## config.mk

```make
export PLATFORM = sky130hd
export DESIGN_NAME = sramlike_arbiter
export DESIGN_NICKNAME = d
export VERILOG_FILES = /design/src/rtl/sramlike_pkg.sv /design/src/rtl/sramlike_rr_pick.sv /design/src/rtl/sramlike_arbiter.sv
export SDC_FILE = /design/constraint.sdc
export NUM_CORES = 1
export LEC_CHECK = 0
export BUFFER_PORTS_ARGS = -buffer_cell sky130_fd_sc_hd__buf_4
export CORE_AREA = 2 2 120 122
export DETAILED_ROUTE_END_ITERATION = 7
export DIE_AREA = 0 0 122 124
export GPL_TIMING_DRIVEN = 0
export HOLD_SLACK_MARGIN = 0.08
export SLEW_MARGIN = 30
export SYNTH_ARGS = -nofsm -noshare
export SYNTH_HDL_FRONTEND = slang
export SYNTH_SLANG_ARGS = --single-unit
```

## constraint.sdc

```tcl
create_clock -name clk -period 1.9 [get_ports clk]
set_input_delay 0.38 -clock clk [delete_from_list [all_inputs] [get_ports clk]]
set_output_delay 0.38 -clock clk [all_outputs]
set_load 0.01 [all_outputs]
```

## src/rtl/sramlike_pkg.sv

```systemverilog
// Shared definitions for the SRAM-like two-requester arbiter.
//   - FSM state encodings (IDLE / ADDR / DATA)
//   - owner encoding (INST / DATA requester)
//   - transfer size codes
//   - requester-side transaction struct used for the owner mux
package sramlike_pkg;

  localparam logic [1:0] ST_IDLE = 2'd0;
  localparam logic [1:0] ST_ADDR = 2'd1;
  localparam logic [1:0] ST_DATA = 2'd2;

  typedef enum logic [1:0] {
    S_IDLE = ST_IDLE,
    S_ADDR = ST_ADDR,
    S_DATA = ST_DATA
  } state_e;

  localparam logic OWN_INST = 1'b0;
  localparam logic OWN_DATA = 1'b1;

  typedef enum logic {
    O_INST = OWN_INST,
    O_DATA = OWN_DATA
  } owner_e;

  localparam logic [1:0] SZ_BYTE = 2'b00;
  localparam logic [1:0] SZ_HALF = 2'b01;
  localparam logic [1:0] SZ_WORD = 2'b10;

  typedef struct packed {
    logic        req;
    logic        wr;
    logic [1:0]  size;
    logic [31:0] addr;
    logic [31:0] wdata;
  } sreq_t;

endpackage

```

## src/rtl/sramlike_rr_pick.sv

```systemverilog
// Winner selection between the instruction and data requesters.
// Ports:
//   inst_req_i, data_req_i : pending requests
//   last_i                 : requester granted most recently
//   rr_mode_i              : 0 = data wins on contention, 1 = alternate
//   valid_o                : at least one request present
//   grant_o                : selected requester (meaningful when valid_o)
module sramlike_rr_pick
  import sramlike_pkg::*;
(
  input  logic   inst_req_i,
  input  logic   data_req_i,
  input  owner_e last_i,
  input  logic   rr_mode_i,
  output logic   valid_o,
  output owner_e grant_o
);

  always_comb begin
    valid_o = inst_req_i | data_req_i;
    grant_o = O_INST;
    if (data_req_i && !inst_req_i) begin
      grant_o = O_DATA;
    end else if (data_req_i && inst_req_i) begin
      if (rr_mode_i) grant_o = (last_i == O_INST) ? O_DATA : O_INST;
      else           grant_o = O_DATA;
    end
  end

endmodule

```

## src/rtl/sramlike_arbiter.sv

```systemverilog
// Two-into-one arbiter for an SRAM-like bus (split address/data handshake).
// One transaction at a time is allowed on the shared m_* port. The winner
// is latched as owner in IDLE, its request is presented in ADDR, and the
// read/write completion is awaited in DATA. IDLE is always revisited between
// transactions. Read data is a pure pass-through; nothing is buffered.
// Ports:
//   clk, rst                       : clock, synchronous active-high reset
//   inst_* / data_* (in)           : requester req, wr, size, addr, wdata
//   inst_* / data_* (out)          : rdata, addr_ok, data_ok to requesters
//   m_req, m_wr, m_size, m_addr,
//   m_wdata (out)                  : shared-port request
//   m_rdata, m_addr_ok, m_data_ok  : shared-port response
// Parameter ROUND_ROBIN: 0 = data requester wins ties, 1 = alternate.
module sramlike_arbiter
  import sramlike_pkg::*;
#(
  parameter bit ROUND_ROBIN = 1'b0
) (
  input  logic        clk,
  input  logic        rst,
  input  logic        inst_req,
  input  logic        inst_wr,
  input  logic [1:0]  inst_size,
  input  logic [31:0] inst_addr,
  input  logic [31:0] inst_wdata,
  output logic [31:0] inst_rdata,
  output logic        inst_addr_ok,
  output logic        inst_data_ok,
  input  logic        data_req,
  input  logic        data_wr,
  input  logic [1:0]  data_size,
  input  logic [31:0] data_addr,
  input  logic [31:0] data_wdata,
  output logic [31:0] data_rdata,
  output logic        data_addr_ok,
  output logic        data_data_ok,
  output logic        m_req,
  output logic        m_wr,
  output logic [1:0]  m_size,
  output logic [31:0] m_addr,
  output logic [31:0] m_wdata,
  input  logic [31:0] m_rdata,
  input  logic        m_addr_ok,
  input  logic        m_data_ok
);

  state_e state_q, state_d;
  owner_e owner_q, owner_d;
  owner_e last_q,  last_d;

  sreq_t  inst_r, data_r, own_r;
  logic   pick_valid;
  owner_e pick_grant;
  logic   fwd_addr_ok, fwd_data_ok;

  assign inst_r = '{req: inst_req, wr: inst_wr, size: inst_size,
                    addr: inst_addr, wdata: inst_wdata};
  assign data_r = '{req: data_req, wr: data_wr, size: data_size,
                    addr: data_addr, wdata: data_wdata};
  assign own_r  = (owner_q == O_DATA) ? data_r : inst_r;

  sramlike_rr_pick u_pick (
    .inst_req_i (inst_req),
    .data_req_i (data_req),
    .last_i     (last_q),
    .rr_mode_i  (ROUND_ROBIN),
    .valid_o    (pick_valid),
    .grant_o    (pick_grant)
  );

  always_ff @(posedge clk) begin
    if (rst) begin
      state_q <= S_IDLE;
      owner_q <= O_INST;
      last_q  <= O_INST;
    end else begin
      state_q <= state_d;
      owner_q <= owner_d;
      last_q  <= last_d;
    end
  end

  always_comb begin
    state_d     = state_q;
    owner_d     = owner_q;
    last_d      = last_q;
    m_req       = 1'b0;
    m_wr        = 1'b0;
    m_size      = 2'b00;
    m_addr      = '0;
    m_wdata     = '0;
    fwd_addr_ok = 1'b0;
    fwd_data_ok = 1'b0;
    case (state_q)
      S_IDLE: begin
        // m_data_ok here is spurious and deliberately dropped.
        if (pick_valid) begin
          owner_d = pick_grant;
          last_d  = pick_grant;
          state_d = S_ADDR;
        end
      end
      S_ADDR: begin
        m_req       = own_r.req;
        m_wr        = own_r.wr;
        m_size      = own_r.size;
        m_addr      = own_r.addr;
        m_wdata     = own_r.wdata;
        fwd_addr_ok = m_addr_ok;
        // Slave may complete in the same cycle it accepts the address.
        fwd_data_ok = m_addr_ok & m_data_ok;
        if (m_addr_ok && m_data_ok) state_d = S_IDLE;
        else if (m_addr_ok)         state_d = S_DATA;
        else if (!own_r.req)        state_d = S_IDLE;  // requester withdrew
      end
      S_DATA: begin
        fwd_data_ok = m_data_ok;
        if (m_data_ok) state_d = S_IDLE;
      end
      default: state_d = S_IDLE;
    endcase
    // Outputs are silenced for the whole reset cycle, whatever state we held.
    if (rst) begin
      m_req       = 1'b0;
      m_wr        = 1'b0;
      m_size      = 2'b00;
      m_addr      = '0;
      m_wdata     = '0;
      fwd_addr_ok = 1'b0;
      fwd_data_ok = 1'b0;
    end
  end

  assign inst_addr_ok = fwd_addr_ok & (owner_q == O_INST);
  assign inst_data_ok = fwd_data_ok & (owner_q == O_INST);
  assign data_addr_ok = fwd_addr_ok & (owner_q == O_DATA);
  assign data_data_ok = fwd_data_ok & (owner_q == O_DATA);

  assign inst_rdata = m_rdata;
  assign data_rdata = m_rdata;

endmodule

```

* After elaboration in Yosys (flattened, before gate mapping) *
Cells that the tools add are included.

storage, ports and cells
  register bits after elaboration = 3
  bits in latches = 0
  bits in writable memories = 0
  ROM bits = 0
  output and inout bits = 136
  word-level logic and storage cells = 44
  memories = 0

operators by class
  add/subtract/negate cells = 0
  $mul = 0
  div/mod/pow operators = 0
  order comparisons = 0
  eq/ne operators = 5
  shift-type cells = 0
  mux-type cells = 23
  bitwise logic cells = 7
  reductions and logical operators = 7

operators by type and width
  cell                                                              count
  32-bit 2-to-1 mux                                                 4
  68-bit 2-to-1 mux                                                 1
  2-bit 2-to-1 mux                                                  7
  1-bit 2-to-1 mux                                                  9
  2-bit one-hot mux with 3 select lines                             1
  1-bit AND                                                         5
  2-bit != test (second input constant)                             2
  4-bit != test (second input constant)                             1
  1-bit logical AND                                                 3
  3-bit AND reduction                                               1
  2-bit by 1-bit == test with 1-bit output (second input constant)  1
  2-bit == test (second input constant)                             1
  2-bit zero test                                                   1
  1-bit one-hot mux with 2 select lines                             1
  2-bit AND reduction                                               1
  1-bit zero test                                                   1
  1-bit NOT                                                         1
  1-bit OR                                                          1

* Longest topological paths before layout *
  depth after elaboration = 5
  depth in mapped cells = 7
  mapped depth without buffers = 5

* Hierarchy *
A second synthesis with hierarchy kept.

second synthesis, totals
  cell total of the unflattened synthesis = 253
  area total of the unflattened synthesis = 1,799.2 um^2

by module, submodules not included
  module            instances  cells an instance  area an instance (um^2)  seq. area each (um^2)
  sramlike_arbiter  1          250                1,783.0                  60.1
  sramlike_rr_pick  1          3                  16.3                     0.0

* Worst setup path before layout *
Ideal clock, no wire load.

  path type = input -> output
  start point = in rst
  end point = out inst_addr_ok
  arrival = 1,277 ps
  setup slack = 243 ps
  stages = 5
  path buffers = 3
  cell sequence = buf_2 -> nand2b_1 -> buf_2 -> buf_2 -> nor3b_1

on the way
  cells in the longest elaborated chain, start to end = 2

ends and longest elaborated chain
  item                RTL line                 source
  start: declaration  sramlike_arbiter.sv:20   input logic rst,
  1-bit 2-to-1 mux    sramlike_arbiter.sv:123  if (rst) begin
  1-bit AND           sramlike_arbiter.sv:134  assign inst_addr_ok = fwd_addr_ok & (owner_q == O_INST);
  end: declaration    sramlike_arbiter.sv:27   output logic inst_addr_ok,

Every way passes these cells.

* Final worst setup path *
  start point = reg state_q[0]
  end point = out data_data_ok

on the way
  cells in the longest elaborated chain, start to end = 4
  elaborated cells on any way between the ends = 5
  those cells by class = eq/ne: 2; mux: 2; bitwise: 1

ends and longest elaborated chain
  item                                                                       RTL line                 source
  start: declaration                                                         sramlike_arbiter.sv:47   state_e state_q, state_d;
  start signal: assignment                                                   sramlike_arbiter.sv:77   state_q <= state_d;
  2-bit == test or 2-bit by 1-bit == test with 1-bit output (tied branches)  sramlike_arbiter.sv:94   case (state_q)
  1-bit one-hot mux with 2 select lines *                                    sramlike_arbiter.sv:94
  1-bit 2-to-1 mux *                                                         sramlike_arbiter.sv:123
  1-bit AND *                                                                sramlike_arbiter.sv:137  assign data_data_ok = fwd_data_ok & (owner_q == O_DATA);
  end: declaration                                                           sramlike_arbiter.sv:36   output logic data_data_ok,

Mark *: on every way between the ends. The rest lies on a longest branch, timed or not.

==> results.py <==
metrics = {
    "global_route": {
        "grt_pass1_wl_microns": 11790,
        "grt.busiest_layer": "met2",
        "first_global_vias": 2455,
        "grtUsageMet1_pct": 10.65,
        "grtUsageMet3_pct": 2.152,
        "grt_max_degree": 11,
        "antenna_found_initial": 0,
        "grt-ovfl-total": 0,
        "grt_usage_pct": 9.816,
        "use_met2_pct": 19.48,
    },
    "critical_path": {
        "cp-start-kind": "flip-flop",
        "cp_slowest_cell": "dfxtp_2",
        "crit_chain": "inv_1 -> ha_1 -> nand2_1 -> nor4b_1 -> buf_4",
        "cp_max_fo": 4,
        "rrSetupSlack_ps": 410,
        "crit_buf_inv": 2,
        "crit_family": "flip-flops",
        "critPathKind": "reg2out",
        "crit_arrival_ps": 1440,
        "worst_ep_required_time_ps": 1520,
        "end_kind": "primary output",
        "critPathMaxStageDelay_ps": 360,
    },
    "routing": {
        "dr.pass1.iters": 4,
        "first_iter_violations": 55,
        "finalWirelength_microns": 8844,
        "vias": 2562,
        "wl_per_cell_microns": 12.53,
        "drc": 0,
        "ant_nets": 0,
        "viasPerCell": 3.629,
    },
    "flow_run": {
        "maxCapViolCount": 0,
    },
    "clocking": {
        "holdBufCountCts": 0,
        "clk_pin_slew_ps": 30,
        "cts_max_level": 1,
        "cts_buffers": 3,
        "cts_tree": "done",
        "clock_path_buffers": 2,
        "insertion_delay_ps": 220,
        "cts.sinks": 3,
        "ctsRootBufferMaster": "clkbuf_16",
    },
    "logic_synthesis": {
        "synth.top_cells.by_count": "mux2i_1, nor2_1, buf_4",
        "syn_area_per_cell_sq_um": 7.148,
        "post-synth-top-area-cell": "mux2i_1",
        "ys_top_cells_by_area": "mux2i_1, buf_4, nor2_1",
        "ys_warn_count": 0,
        "ys_ff_latch": 3,
        "synth_edf_count": 0,
        "synthDistinctLibCells": 21,
        "ys_async_sr_fraction_pct": 0,
        "synth_fp_nets": 423,
        "yosysSeqAreaShare_pct": 3.402,
        "syn-cell-area_sq_mm": 0.001765,
        "ys.flop_type": "dfxtp_1",
        "synth_cells": 247,
        "synth.top_cell.area_share_pct": 39.69,
    },
    "finish": {
        "post-route-util_pct": 31.02,
        "fin_nets": 703,
        "insertedDiodeCount": 0,
        "drive_gt1_share_pct": 70.53,
        "finalInstanceArea_sq_mm": 0.004255,
        "area.growth.synth_to_final_pct": 141.0,
    },
    "sta": {
        "finalCritPeriodShare_pct": 95.57,
        "relSlewSlack_pct": 82.63,
        "fmax_mhz": 550.7,
        "maxSlewViolCount": 0,
        "hold_viol_final": 0,
        "setup_viol": 0,
        "fin_ws_ps": 84.23,
        "whs_ps": 448.8,
        "final.min_clock_period_ps": 1816,
        "rsz0062_at_grt": "false",
        "fin_setup_tns_ps": 0,
        "clock_skew_ps": 1.130,
        "worst_pin_slew_ps": 256.9,
    },
    "place": {
        "place_congestion": 0.7346,
        "preCtsSetupSlack_ps": -108.7,
        "dpl_cell_area_sq_mm": 0.004048,
        "numPortBuffers": 274,
        "dp_hpwl_microns": 7721,
    },
    "die": {
        "rows": 43,
        "pin_count": 308,
        "die_w_microns": 122,
        "start_util_pct": 12.87,
        "core-area_sq_mm": 0.01372,
        "die_area_sq_mm": 0.01513,
        "die_y_microns": 124,
    },
    "power": {
        "power.leakage_nw": 2.272,
        "powerDensity_mw_per_mm2": 384.8,
        "ir_worst_vdd_mv": 0.1810,
    },
    "outcome": {
        "status": "completed",
    },
    "hold_path": {
        "hold_path.class": "in2reg",
    },
}
-- power by group --
part	total (W)	switching [W]	internal (W)
clock	0.000334	0.0000572	0.000277
sequential	0.0000810	0.00000842	0.0000726
combinational	0.00122	0.000499	0.000724
total	0.00164	0.000564	0.00107
-- worst register-to-register path: stages (launching register included) --
cell and delay, ps:
dfxtp_2 340, inv_1 80, ha_1 200, or3b_2 450
o311a_1 160, mux2i_1 130
-- path summary, 6_finish.rpt --
kind | start | endpoint | cells after the start
max reg2reg | state_q[0]$_SDFFE_PP0P_ | state_q[1]$_SDFFE_PP0P_ | 5
min | data_req | owner_q$_SDFFE_PP0P_ | 3
min reg2reg | state_q[1]$_SDFFE_PP0P_ | state_q[1]$_SDFFE_PP0P_ | 2
max | state_q[0]$_SDFFE_PP0P_ | data_data_ok | 5
-- area by class of cell --
type	instances	area [sq um]
buffer	80	629.4
clock buffer	4	78.83
fill	1492	9464
inverter	3	11.26
multi-input combinational	160	1164
sequential	3	62.56
tap	180	225.2
timing repair buffer	276	2085
-- flip-flops by register name (all words and copies together) (netlist names) --
name     cells
state_q      2
owner_q      1
-- cell usage in the layout, fill, tap and decap left out --
| cell | synthesis | final |
|---|---|---|
| and4b_1 | 1 | 1 |
| ha_1 | 4 | 3 |
| inv_1 | 2 | 1 |
| buf_6 | 1 | 1 |
| nand2b_1 | 4 | 3 |
| mux2i_1 | 70 | 70 |
| buf_2 | 16 | 3 |
| ha_4 | 0 | 1 |
| clkbuf_1 | 0 | 1 |
| clkinv_1 | 1 | 1 |
| nand3_1 | 1 | 1 |
| nor4_2 | 0 | 1 |
| a21oi_1 | 1 | 1 |
| nor2_1 | 70 | 66 |
| nor4b_1 | 1 | 1 |
| nand2b_4 | 0 | 1 |
| clkbuf_16 | 0 | 3 |
| or3b_2 | 1 | 1 |
| a22oi_1 | 1 | 1 |
| or2b_1 | 1 | 1 |
| dfxtp_2 | 0 | 2 |
| buf_4 | 64 | 348 |
| o311a_1 | 1 | 1 |
| buf_12 | 0 | 3 |
| nor3b_2 | 0 | 1 |
| dfxtp_1 | 3 | 1 |
| inv_2 | 0 | 1 |
| nor2_2 | 0 | 4 |
| nand2_1 | 2 | 2 |
| buf_8 | 0 | 1 |
-- repair_timing --
item                                   in CTS  in global routing
pin swaps                                   0                  1
buffers inserted                            2                  0
endpoints found under the hold margin       0                  0
setup endpoints to repair                  69                 49
gates resized for setup                    23                 11
gates cloned                                0                  0
-- stage by stage --
step | power [W] | cells
2_1_floorplan | 0.0006622 | 247
3_3_place_gp | 0.001250 | 701
3_5_place_dp | 0.001254 | 701
4_1_cts | 0.001646 | 707
5_1_grt | 0.001751 | 706
6_report | 0.001637 | 706
-- per-layer routing --
metal	routed length [microns]	share of wire, %	vias to the layer above
met2	4831	55	151
met5	0	0	-
met3	938	11	9
met4	72	0.81	0
li1	-	-	1306
met1	3003	34	1096
-- logic make-up (layout without fill, tap and decap cells) --
family	after synthesis	count (layout)	share of synthesized area, %
compound gates	3	3	1.276
simple gates	83	83	19.77
flops	3	3	3.402
fa+ha+maj	4	4	2.835
mux	70	70	39.69
buf+inv	84	363	33.03
Note: power is estimated with default switching activity, not from simulation.
